<file path="config.mk">
export PLATFORM = sky130hd
export DESIGN_NAME = voice_allocator
export DESIGN_NICKNAME = d
export VERILOG_FILES = /design/src/rtl/synth_pkg.sv /design/src/rtl/voice_age_tracker.sv /design/src/rtl/voice_allocator.sv
export SDC_FILE = /design/constraint.sdc
export NUM_CORES = 1
export LEC_CHECK = 0
export ABC_AREA = 1
export BUFFER_PORTS_ARGS = -buffer_cell sky130_fd_sc_hd__buf_2
export CORE_MARGIN = 2
export CORE_UTILIZATION = 57
export DETAILED_ROUTE_END_ITERATION = 7
export PLACE_DENSITY = 0.8
export SKIP_CTS_REPAIR_TIMING = 1
export SLEW_MARGIN = 10
export SYNTH_ARGS = -nofsm -noshare
export SYNTH_HDL_FRONTEND = slang
export SYNTH_HIERARCHICAL = 1
export SYNTH_SLANG_ARGS = --single-unit
</file>
<file path="constraint.sdc">
create_clock -name clk -period 2.9 [get_ports clk]
set_clock_uncertainty 0.1 [all_clocks]
set_input_delay 0.145 -clock clk [delete_from_list [all_inputs] [get_ports clk]]
set_output_delay 0.145 -clock clk [all_outputs]
set_load 0.005 [all_outputs]
</file>
<file path="src/rtl/synth_pkg.sv">
// Shared types for the synth voice path: envelope state codes, note width and
// the allocator FSM encoding.
package synth_pkg;

  localparam int NOTE_W = 7;

  typedef enum logic [2:0] {
    ENV_ATTACK  = 3'd1,
    ENV_DECAY   = 3'd2,
    ENV_SUSTAIN = 3'd3,
    ENV_RELEASE = 3'd4,
    ENV_BLANK   = 3'd5
  } env_state_e;

  typedef enum logic [1:0] {
    IDLE  = 2'd0,
    SCAN  = 2'd1,
    ISSUE = 2'd2
  } alloc_state_e;

endpackage

</file>
<file path="src/rtl/voice_age_tracker.sv">
// Per-voice saturating age counters: one strobe clears the chosen voice and
// ages every other voice by one.
module voice_age_tracker #(
  parameter int NUM_VOICES = 4,
  parameter int AGE_W      = 8,
  parameter int IDX_W      = $clog2(NUM_VOICES)
) (
  input  logic                        clk,
  input  logic                        rst_n,
  input  logic                        bump,
  input  logic [IDX_W-1:0]            clr_idx,
  output logic [AGE_W*NUM_VOICES-1:0] ages
);

  logic [NUM_VOICES-1:0][AGE_W-1:0] age_q;

  always_ff @(posedge clk or negedge rst_n) begin
    if (!rst_n) begin
      age_q <= '0;
    end else if (bump) begin
      for (int i = 0; i < NUM_VOICES; i++) begin
        if (i == int'(clr_idx)) begin
          age_q[i] <= '0;
        end else if (age_q[i] != '1) begin
          age_q[i] <= age_q[i] + 1'b1;
        end
      end
    end
  end

  assign ages = age_q;

endmodule

</file>
<file path="src/rtl/voice_allocator.sv">
// Polyphonic voice scheduler: binds note-on/off requests to envelope voices,
// scanning one voice per cycle and stealing the oldest voice when none is free.
module voice_allocator #(
  parameter int NUM_VOICES = 4,
  parameter int NOTE_W     = synth_pkg::NOTE_W,
  parameter int AGE_W      = 8
) (
  input  logic                         clk,
  input  logic                         rst_n,
  input  logic                         note_valid,
  output logic                         note_ready,
  input  logic                         note_on,
  input  logic [NOTE_W-1:0]            note_num,
  input  logic [NOTE_W-1:0]            note_vel,
  input  logic [5*NUM_VOICES-1:0]      voice_state,
  output logic [NUM_VOICES-1:0]        new_note_pulse,
  output logic [NUM_VOICES-1:0]        release_note_pulse,
  output logic [NOTE_W*NUM_VOICES-1:0] voice_note,
  output logic [NOTE_W*NUM_VOICES-1:0] voice_vel,
  output logic [NUM_VOICES-1:0]        voice_held,
  output logic                         steal_pulse,
  output logic [1:0]                   dbg_state
);
  import synth_pkg::*;

  localparam int IDX_W = $clog2(NUM_VOICES);

  // Handshake: a request transfers on a clock edge where note_valid && note_ready;
  // note_ready is high only in IDLE, so a valid held through SCAN/ISSUE is not queued.
  alloc_state_e state_q, state_d;

  logic [IDX_W-1:0]                  scan_idx;
  logic                              req_on;
  logic [NOTE_W-1:0]                 req_note, req_vel;
  logic                              match_found, free_found, rel_found;
  logic [IDX_W-1:0]                  match_idx, free_idx, rel_idx, old_idx;
  logic [AGE_W-1:0]                  rel_age, old_age;
  logic [NUM_VOICES-1:0]             held_q;
  logic [NUM_VOICES-1:0][NOTE_W-1:0] note_q, vel_q;
  logic [NUM_VOICES-1:0][4:0]        vstate;
  logic [NUM_VOICES-1:0][AGE_W-1:0]  ages;
  logic [AGE_W*NUM_VOICES-1:0]       ages_flat;
  logic                              accept, scan_last, issue, do_on, do_off, stealing;
  logic                              cur_held, cur_blank;
  logic [AGE_W-1:0]                  cur_age;
  logic [IDX_W-1:0]                  target;
  logic                              unused_state_bits;

  assign vstate    = voice_state;
  assign ages      = ages_flat;
  assign accept    = (state_q == IDLE) && note_valid;
  assign scan_last = (scan_idx == IDX_W'(NUM_VOICES - 1));
  assign cur_held  = held_q[scan_idx];
  assign cur_blank = (vstate[scan_idx][2:0] == ENV_BLANK);
  assign cur_age   = ages[scan_idx];

  always_comb begin
    unused_state_bits = 1'b0;
    for (int i = 0; i < NUM_VOICES; i++) begin
      unused_state_bits = unused_state_bits ^ (^vstate[i][4:3]);
    end
  end

  always_ff @(posedge clk or negedge rst_n) begin
    if (!rst_n) state_q <= IDLE;
    else        state_q <= state_d;
  end

  always_comb begin
    state_d = state_q;
    case (state_q)
      IDLE:    if (accept) state_d = SCAN;
      SCAN:    if (scan_last) state_d = ISSUE;
      ISSUE:   state_d = IDLE;
      default: state_d = IDLE;
    endcase
  end

  // Note-on target priority: retrigger match, free, oldest released, then steal.
  always_comb begin
    target   = old_idx;
    stealing = 1'b0;
    if (!req_on || match_found) target = match_idx;
    else if (free_found)        target = free_idx;
    else if (rel_found)         target = rel_idx;
    else                        stealing = 1'b1;
  end

  assign issue              = (state_q == ISSUE);
  assign do_on              = issue && req_on;
  assign do_off             = issue && !req_on && match_found;
  assign note_ready         = (state_q == IDLE);
  assign new_note_pulse     = do_on  ? (NUM_VOICES'(1) << target)    : '0;
  assign release_note_pulse = do_off ? (NUM_VOICES'(1) << match_idx) : '0;
  assign steal_pulse        = do_on && stealing;
  assign voice_note         = note_q;
  assign voice_vel          = vel_q;
  assign voice_held         = held_q;
  assign dbg_state          = state_q;

  always_ff @(posedge clk or negedge rst_n) begin
    if (!rst_n) begin
      scan_idx    <= '0;
      req_on      <= 1'b0;
      req_note    <= '0;
      req_vel     <= '0;
      match_found <= 1'b0;
      free_found  <= 1'b0;
      rel_found   <= 1'b0;
      match_idx   <= '0;
      free_idx    <= '0;
      rel_idx     <= '0;
      old_idx     <= '0;
      rel_age     <= '0;
      old_age     <= '0;
      held_q      <= '0;
      note_q      <= '0;
      vel_q       <= '0;
    end else begin
      case (state_q)
        IDLE: if (accept) begin
          req_on      <= note_on && (note_vel != '0);
          req_note    <= note_num;
          req_vel     <= note_vel;
          scan_idx    <= '0;
          match_found <= 1'b0;
          free_found  <= 1'b0;
          rel_found   <= 1'b0;
          match_idx   <= '0;
          free_idx    <= '0;
          rel_idx     <= '0;
          old_idx     <= '0;
          rel_age     <= '0;
          old_age     <= '0;
        end
        SCAN: begin
          if (cur_held && note_q[scan_idx] == req_note && !match_found) begin
            match_found <= 1'b1;
            match_idx   <= scan_idx;
          end
          if (!cur_held && cur_blank && !free_found) begin
            free_found <= 1'b1;
            free_idx   <= scan_idx;
          end
          if (!cur_held && (!rel_found || cur_age > rel_age)) begin
            rel_found <= 1'b1;
            rel_idx   <= scan_idx;
            rel_age   <= cur_age;
          end
          if (cur_age > old_age) begin
            old_idx <= scan_idx;
            old_age <= cur_age;
          end
          scan_idx <= scan_idx + 1'b1;
        end
        ISSUE: begin
          if (do_on) begin
            note_q[target] <= req_note;
            vel_q[target]  <= req_vel;
            held_q[target] <= 1'b1;
          end
          if (do_off) held_q[match_idx] <= 1'b0;
        end
        default: ;
      endcase
    end
  end

  voice_age_tracker #(
    .NUM_VOICES (NUM_VOICES),
    .AGE_W      (AGE_W),
    .IDX_W      (IDX_W)
  ) u_age (
    .clk     (clk),
    .rst_n   (rst_n),
    .bump    (do_on),
    .clr_idx (target),
    .ages    (ages_flat)
  );

endmodule
</file>
Yosys cells after proc, flatten, opt, wreduce, memory -nomap -nowiden
Index checks and enable logic that the tools add are counted.

cells by class
  add/sub/neg operators = 5
  $lt $le $gt $ge = 7
  equality and inequality tests = 18
  shift-type cells = 2
  muxes and demuxes = 60
  bitwise operators = 3
  reductions and logical operators = 40

operators by type and width
  cell                 count
  $mux 8               12
  $bwmux 28            2
  $add 8x1->8 const B  4
  $ne 8x8->1 const B   4
  $pmux 8 s2           2
  $pmux 2 s2           6
  $mux 2               10
  $mux 4               5
  $bmux 8 s2           1
  $gt 8x8->1           2
  $reduce_and 2->1     8
  $bmux 7 s2           1
  $demux 7 s2          1
  $mux 7               2
  $logic_and 1x1->1    13
  $reduce_and 3->1     4
  $bmux 5 s2           1
  $mux 1               10
  $ne 2x2->1 const B   5
  $reduce_bool 2->1    5
  $lt 2x3->1 const B   3
  $shl 1x2->4 const A  2
  $eq 7x7->1           1
  $reduce_bool 7->1    1
  other kinds (18)     30

word-level totals
  register bits = 138
  bits of input ports = 38
  output and inout bits = 72

Depth between registers and ports, before layout
Gate-level depths: netlist (run 1).

  depth after elaboration = 12
  mapped depth = 20
  mapped depth without buffers = 19

By module
The synthesis (run 1) kept the hierarchy.

modules (own cells, without submodules)
  module             times used  cells an instance  area each (sq um)
  voice_allocator    1           670                5360.1
  voice_age_tracker  1           246                1823.0

Least setup slack after synthesis (run 1)
No wires, ideal clock.

  path kind = reg-to-reg
  from = register scan_idx[0]
  to = register old_age[0]
  library setup time = 117 ps
  arrival time = 2222 ps
  required time = 2683 ps
  path slack = 461 ps
  stages on the path, launching flop included = 17
  cells stage by stage = dfrtp_1 inv_1 buf_2 buf_2 nor2_1 nor2_1 o21ai_0 nand2_1 ha_1 a21oi_1 nand3b_1 nand2_1 o21bai_1 nand2_2 buf_2 nand2_1 nand2_1

between the ends
  word-level cells in the longest chain between the ends = 5
  elaborated cells between the ends (all ways) = 7
  classes of those cells = order compare (1); eq/ne (1); mux (4); reduce/logical (1)

RTL lines
  item                               line                    text
  start, declared                    voice_allocator.sv:32   logic [IDX_W-1:0] scan_idx;
  start signal, assigned             voice_allocator.sv:154  scan_idx <= scan_idx + 1'b1;
  $bmux 8 s2 *                       voice_allocator.sv:55   assign cur_age = ages[scan_idx];
  $mux 8 (not written as such) *     voice_allocator.sv:55
  $gt 8x8->1                         voice_allocator.sv:150  if (cur_age > old_age) begin
  $ne 2x2->1 (no source line)        n/a
  $reduce_and 3->1 (no source line)  n/a
  end signal, assigned               voice_allocator.sv:152  old_age <= cur_age;
  end, declared                      voice_allocator.sv:37   logic [AGE_W-1:0] rel_age, old_age;

Every way passes the cells marked *; elsewhere a longest branch is shown, timed or not. The select of a mux whose other input is x is not followed.
A chain may end at the register's enable or synchronous reset.

Final worst setup path (run 1)
  from = register scan_idx[0]
  to = register old_age[7]

The elaborated chain is that of the path after synthesis.

==> key figures, run 1 <==
Run status
  – Outcome: completed

GRT
  – Grt ovf: 0
  – Antenna violations before repair: 0
  – First-pass GRT wire length: 28750 um
  – Largest net degree at the start of global routing: 74
  – Total track usage: between 20% and 30%
  – Number of global-route vias before repair: around 6000

Power and ir drop
  – Peak VDD IR: roughly 560 uV
  – Sw Share: between 40% and 50%
  – Internal: 5.248 mW
  – Logic gate share of total power: 42.0%
  – Leak: 4.434 nW
  – Clock power share: 24.7%
  – Sequential share of power: 33.3%
  – Sw power: approximately 3.7 mW
  – Power Dens Cells: between 1000 and 1500 nW/um^2

Worst setup path
  – Worst setup path endpoint: old_age[7]
  – Worst Setup SP: scan_idx[0]
  – Crit path capture type: register
  – Crit path max fanout: 19
  – Worst EP required: 3100 ps
  – Reg-to-reg endpoint: old_age[7]
  – Worst R2R Start: scan_idx[0]
  – Setup crit start kind: register
  – Register-to-Register Path Depth: 12
  – Worst R2R Setup Slack: around 140 ps
  – Worst path arrival time: a little under 3000 ps
  – Setup CP Type: register to register

Placed design
  – DP Cell Count: 1173
  – Routability congestion estimate: a little under 0.9
  – IO Port Bufs: 101
  – Post-place instance area: 7859 sq um
  – Hpwl dp: 12290 um

Logic synthesis
  – Mapped cell area: 7183 sq um
  – EDFF count, synth: 0
  – Syn Nets: 975
  – Synth area leaders: dfrtp_1 (48%), nand2_1 (15%), o21ai_0 (6.7%)
  – Top_reg_cell synth: dfrtp_1
  – Syn Inst Count: 916
  – Most frequent cell after synthesis: nand2_1
  – Unique masters post-synth: 36
  – Seq/Total Area, Yosys: 48.08%
  – Synth Warn #: 6
  – Most frequent cells after synthesis: nand2_1 (283), dfrtp_1 (138), o21ai_0 (96), inv_1 (90), nor2_1 (82)
  – Syn Area/Cell: between 7 and 8 sq um
  – Number of synthesized register bits: 138
  – Async SR Flop Fraction: 100.0%
  – Area leader, netlist: dfrtp_1
  – Yosys top cell area share: 48.08%

Routing
  – DRC viols: 0
  – Pre-antenna DRT Iters: 5
  – Post-DR wirelength/cell: 14.91 um
  – Vias/cell: 5.393
  – DRT antenna net count: 0
  – DRT Wirelength: about 18000 um
  – Starting DRT DRC Count: 447
  – Vias: 6606

Floorplanning
  – Die Height: 116.3 um
  – Num rows: 41
  – Die area: 13520 sq um
  – Area of the core: roughly 12000 sq um
  – Starting Density: between 50% and 60%
  – Die Span X: 116.3 um
  – Num ports: 110

Cells and area
  – Area of all placed cells without fillers: 8698 sq um
  – Layout area overhead: 21.09%
  – Final #Nets: 1099
  – Layout cells sized above 1: 18.23%
  – Final non-filler cell total: 1225
  – Number of diodes: 0
  – Final core area utilization: 69.78%

Worst hold path
  – Hold Crit Class: input port to async pin

CTS
  – Num CTS Buffers: 17
  – Clock root buffer: clkbuf_16
  – H-Tree Depth: 4
  – Clock Latency Late Sink: approximately 430 ps
  – Clock sinks: roughly 140
  – Clk buf depth: 2
  – CTS tree: done
  – Clock transition at path regs: 60 ps

Timing
  – # setup viols final: 0
  – Peak Freq: 362.6 MHz
  – Tcrit/Tclk final: between 90% and 100%
  – Fin. Hold Viols: 0
  – Hold Slack: 168.8 ps
  – Tmin final: 2758 ps
  – Final Max Slew Viols: 0
  – Setup TNS: 0 ps
  – Worst Tran Pin Value: 693.7 ps
  – Max_slew headroom: 53.59%

Flow run
  – MaxCap Viol Count: 0
-- worst min-delay path by stage --
stage,from,endpoint,slack (ps),cells after the start
2_1_floorplan,rst_n,dbg_state[0],-250,0
3_3_place_gp,rst_n,voice_vel[18],80,1
3_5_place_dp,rst_n,voice_note[25],80,1
4_1_cts,rst_n,voice_note[25],-370,1
5_1_grt,rst_n,voice_note[25],230,2
6_report,rst_n,voice_note[25],170,2
-- critical path, stage by stage (launching register included) --
cell and delay (ps):
dfrtp_2 420, buf_12 130, clkinvlp_4 150, o21ai_0 300, nand2_1 160, ha_1 320
a21oi_1 160, o21a_1 140, nor2_1 40, o21bai_1 300, nand2_4 190, nand2_1 110
o21ai_0 90
-- metal layers --
metal	GRT usage, %	routed length (um)	vias to the layer above
li1	-	-	3203
met1	38.01	8003	3131
met4	9.444	323	0
met2	43.29	8712	244
met5	0	0	-
met3	5.708	1224	28
-- stage by stage --
| stage | setup WS, ps | power (mW) |
|---|---|---|
| 6_report | 142.1 | 8.960 |
| 5_1_grt | -56.25 | 9.644 |
| 4_1_cts | 131.7 | 8.776 |
| 3_5_place_dp | 157.9 | 6.513 |
| 3_3_place_gp | 229.3 | 6.381 |
| 2_1_floorplan | 460.8 | 5.370 |
-- power groups by stage --
stage	combinational (mW)	clock, mW	sequential, mW
after detailed placement	3.53	0	2.98
final	3.77	2.21	2.98
after global placement	3.42	0	2.97
after floorplan	2.47	0	2.90
after CTS	3.59	2.23	2.96
after global routing	4.27	2.33	3.05
-- cell families after synthesis --
kind of cell             synth area share [%]
XOR/XNOR                                1.463
buffers and inverters                   7.542
flip-flops                              48.08
AND/OR/NAND/NOR                         26.70
adder cells (fa/ha/maj)                 3.658
AO/OA/AOI/OAI                           12.56
-- placed cells by master, fill, tap and decap left out, types with 8 or more instances in the layout --
cell,count
dlygate4sd3_1,16
nor2_1,82
inv_1,89
buf_2,100
o21ai_1,12
nand3_1,56
o21ai_0,93
nand2_1,283
buf_4,14
ha_1,21
a21oi_1,14
dfrtp_1,137
nand4_1,18
nor3_1,8
clkbuf_16,17
o21ai_2,23
-- cell type report --
cell class | count | area [sq um]
Clock buffer | 24 | 501.7
Timing Repair Buffer | 134 | 837.1
Fill cell | 981 | 3767
Multi-Input combinational cell | 653 | 3209
Clock inverter | 8 | 108.9
Tap cell | 172 | 215.2
Timing Repair inverter | 2 | 15.01
Sequential cell | 138 | 3455
Inverter | 94 | 356.6
-- flip-flops by register name (all words and copies together) (netlist names) --
signal       flops
rel_age          8
free_idx         2
scan_idx         2
voice_note      28
u_age/ages      32
free_found       1
rel_found        1
req_on           1
rel_idx          2
req_note         7
old_idx          2
voice_held       4
voice_vel       28
req_vel          7
match_found      1
dbg_state        2
match_idx        2
old_age          8
Note: power is estimated with default switching activity, not from simulation.
==> run 2: changes to the inputs <==
--- a/config.mk
+++ b/config.mk
@@ -5,14 +5,13 @@
 export SDC_FILE = /design/constraint.sdc
 export NUM_CORES = 1
 export LEC_CHECK = 0
-export ABC_AREA = 1
 export BUFFER_PORTS_ARGS = -buffer_cell sky130_fd_sc_hd__buf_2
 export CORE_MARGIN = 2
 export CORE_UTILIZATION = 57
 export DETAILED_ROUTE_END_ITERATION = 7
 export PLACE_DENSITY = 0.8
 export SKIP_CTS_REPAIR_TIMING = 1
-export SLEW_MARGIN = 10
+export SLEW_MARGIN = 20
 export SYNTH_ARGS = -nofsm -noshare
 export SYNTH_HDL_FRONTEND = slang
 export SYNTH_HIERARCHICAL = 1
==> run 2 against run 1 <==
  * Clock power is essentially flat
  * Power shrank 15%
  * Final area grew 0.98%
  * Cell count shrank 22%
  * Register-to-register slack lost 80 ps
  * Count of clock-buffer cells in the layout shrank 5
  * Largest cell class is now multi-input gates
  * Core utilization grew 2.7 points
  * Wire length grew 0.70%
  * Area after synthesis shrank 0.42%
  * Critical path type unchanged
  * Sequential power shrank 8.4%
  * Combinational power shrank 29%
  * Non-clock buffer count grew 13
  * Highest routed layer unchanged
==> key figures, run 2 <==
Power and ir drop
  – Leak: 4.354 nW (-1.8%)
  – Sequential share of power: 35.9% (+2.6 points)
  – Sw Share: 35.19% (-6.2 points)
  – Sw power: 2.676 mW (-28%)
  – Peak VDD IR: 577.0 uV (+3.1%)
  – Logic gate share of total power: 35.0% (-7.0 points)
  – Clock power share: 29.1% (+4.4 points)
  – Internal: 4.927 mW (-6.1%)
  – Power Dens Cells: 865.6 nW/um^2 (-16%)

Flow run
  – MaxCap Viol Count: 0 (unchanged)

Timing
  – Final Max Slew Viols: 0 (unchanged)
  – Fin. Hold Viols: 0 (unchanged)
  – Tcrit/Tclk final: 97.74% (+2.6 points)
  – Max_slew headroom: 49.41% (-4.2 points)
  – # setup viols final: 0 (unchanged)
  – PnR worst setup slack: 65.59 ps (-76.52 ps)
  – Tmin final: 2834 ps (+76.52 ps)
  – Peak Freq: 352.8 MHz (-2.7%)
  – Hold Slack: 9.707 ps (-159.1 ps)
  – Setup TNS: 0 ps (unchanged)
  – Worst Tran Pin Value: 758.9 ps (+65.23 ps)
  – RSZ-0062 raised after global routing: true

Floorplanning
  – Die Span X: 116.0 um (-0.20%)
  – Die Height: 116.0 um (-0.20%)
  – Die area: 13460 sq um (-0.40%)
  – Num ports: 110 (unchanged)
  – Num rows: 40 (-2.4%)
  – Starting Density: 59.06% (+1.4 points)
  – Area of the core: 12110 sq um (-2.8%)

Logic synthesis
  – Syn Area/Cell: 11.32 sq um (+44%)
  – Syn Inst Count: 632 (-31%)
  – Synth Warn #: 6 (unchanged)
  – Top_reg_cell synth: dfrtp_1
  – Unique masters post-synth: 72 (+100%)
  – Yosys top cell area share: 48.28% (+0.20 points)
  – Area leader, netlist: dfrtp_1
  – Mapped cell area: 7153 sq um (-0.42%)
  – Async SR Flop Fraction: 100.0% (unchanged)
  – Most frequent cells after synthesis: dfrtp_1 (138), nand2_1 (100), mux2_2 (65), a21oi_1 (29), nor2_1 (29)
  – Syn Nets: 691 (-29%)
  – Synth area leaders: dfrtp_1 (48%), mux2_2 (10%), nand2_1 (5.2%)
  – Most frequent cell after synthesis: dfrtp_1
  – EDFF count, synth: 0 (unchanged)
  – Seq/Total Area, Yosys: 48.28% (+0.20 points)
  – Number of synthesized register bits: 138 (unchanged)

CTS
  – Clock transition at path regs: 60 ps (about the same)
  – Clock Latency Late Sink: 430 ps (about the same)
  – Clock sinks: 138 (unchanged)
  – Num CTS Buffers: 17 (unchanged)
  – Clk buf depth: 2 (unchanged)
  – Clock root buffer: clkbuf_16
  – H-Tree Depth: 4 (unchanged)
  – CTS tree: done

GRT
  – Total track usage: 27.80% (+0.37 points)
  – Largest net degree at the start of global routing: 85 (+15%)
  – First-pass GRT wire length: 28640 um (-0.39%)
  – Grt ovf: 0 (unchanged)
  – Number of global-route vias before repair: 5774 (-3.7%)
  – Antenna violations before repair: 0 (unchanged)

Worst setup path
  – Crit path capture type: register
  – Worst path arrival time: 3040 ps (+90 ps)
  – Setup CP Type: register to register
  – Setup crit start kind: register
  – Crit path max fanout: 8 (-11)
  – Worst EP required: 3110 ps (about the same)

Run status
  – Outcome: completed

Routing
  – DRT Wirelength: 18390 um (+0.70%)
  – Vias/cell: 5.961 (+11%)
  – Pre-antenna DRT Iters: 5 (unchanged)
  – Starting DRT DRC Count: 508 (+14%)
  – DRC viols: 0 (unchanged)
  – Post-DR wirelength/cell: 19.30 um (+29%)
  – Vias: 5681 (-14%)
  – DRT antenna net count: 0 (unchanged)

Cells and area
  – Most frequent cells in the layout: dfrtp_1 (138), nand2_1 (100), buf_2 (100), mux2_2 (64)
  – Filler Cells Inserted: 846 (-14%)
  – Final #Nets: 831 (-24%)
  – Commonest non-fill, non-tap cell in the layout: dfrtp_1
  – Multi-input logic area: 3488 sq um (+8.7%)
  – Final non-filler cell total: 953 (-22%)
  – Number of diodes: 0 (unchanged)
  – Layout area overhead: 22.79%
  – Final core area utilization: 72.52% (+2.7 points)
  – Layout cells sized above 1: 33.89% (+16 points)
  – Register area: 3453 sq um (about the same)
  – Max reg flops: 32 (unchanged)

Placed design
  – Hpwl dp: 12160 um (-1.0%)
  – Routability congestion estimate: 0.9257 (+7.1%)
  – IO Port Bufs: 101 (unchanged)
  – DP Cell Count: 901 (-23%)
  – Pre-CTS setup slack: -49.70 ps (-207.6 ps)

Worst hold path
  – Hold Crit Class: input port to register
==> run 2: changes by cell type after synthesis, moves of 11 or more <==
cell / change
nor2_1: -53
mux2_2: +65
mux2i_1: +15
nand3_1: -42
o21ai_0: -74
a21oi_1: +15
nand2_1: -183
o21ai_2: -21
nand4_1: -11
inv_1: -66
==> run 2: final cells by class <==
class,instances,share of cell area (%)
multi-input cells,444,39.72
flip-flops and latches,138,39.32
repair buffers,147,10.73
clock buffers,19,4.929
well taps,168,2.393
clock inverters,13,1.895
inverters,24,1.026
==> run 2: worst max-delay path: stages, from the launching register on <==
cell and delay [ps]:
dfrtp_1 370, buf_12 130, mux4_2 530, ha_1 310, nor2b_2 140, o21a_1 150
o21a_1 150, o21ai_2 70, a221oi_4 280, buf_6 170, mux2_2 330
==> run 2: power groups by stage <==
stage	Sequential, mW	Clock [mW]	Combinational, mW
after floorplan	2.64	0	1.79
after global placement	2.69	0	2.37
after detailed placement	2.74	0	2.47
after CTS	2.72	2.22	2.51
after global routing	2.78	2.31	2.90
final	2.73	2.21	2.66
==> run 2: logic make-up after synthesis <==
| family | Yosys count | synth area share, % |
|---|---|---|
| AND/OR/NAND/NOR | 211 | 15.29 |
| AO/OA/AOI/OAI | 108 | 10.65 |
| buffers and inverters | 50 | 3.411 |
| flip-flops | 138 | 48.28 |
| XOR/XNOR | 7 | 0.8571 |
| multiplexers | 97 | 17.84 |
| adder cells (fa/ha/maj) | 21 | 3.673 |
==> run 2: stage by stage <==
step	cell area [sq um]	power, mW
after CTS	8572	7.445
final	8783	7.603
after detailed placement	7973	5.204
after global placement	7973	5.069
after global routing	8783	7.986
after floorplan	7196	4.429
==> run 2: path summary, 6_finish.rpt <==
| kind | from | cells after the start | to | slack, ps |
|---|---|---|---|---|
| worst max-delay path | scan_idx[0] | 10 | old_age[7] | 70 |
| worst min-delay path | note_valid | 4 | rel_found | 10 |
| worst max register to register | scan_idx[0] | 10 | old_age[7] | 70 |
| worst min register to register | voice_vel[11] | 1 | voice_vel[11] | 400 |
| max in group asynchronous | rst_n | 3 | rel_age[6] | 1680 |
| min in group asynchronous | rst_n | 2 | voice_vel[8] | 240 |
==> run 2: per-layer routing <==
metal	share of wire, %	vias to the layer above	track usage (%)
met4	2.6	0	12.78
li1	-	2575	-
met2	51	246	46.12
met5	0	-	0
met3	5.5	48	5.596
met1	41	2812	35.38
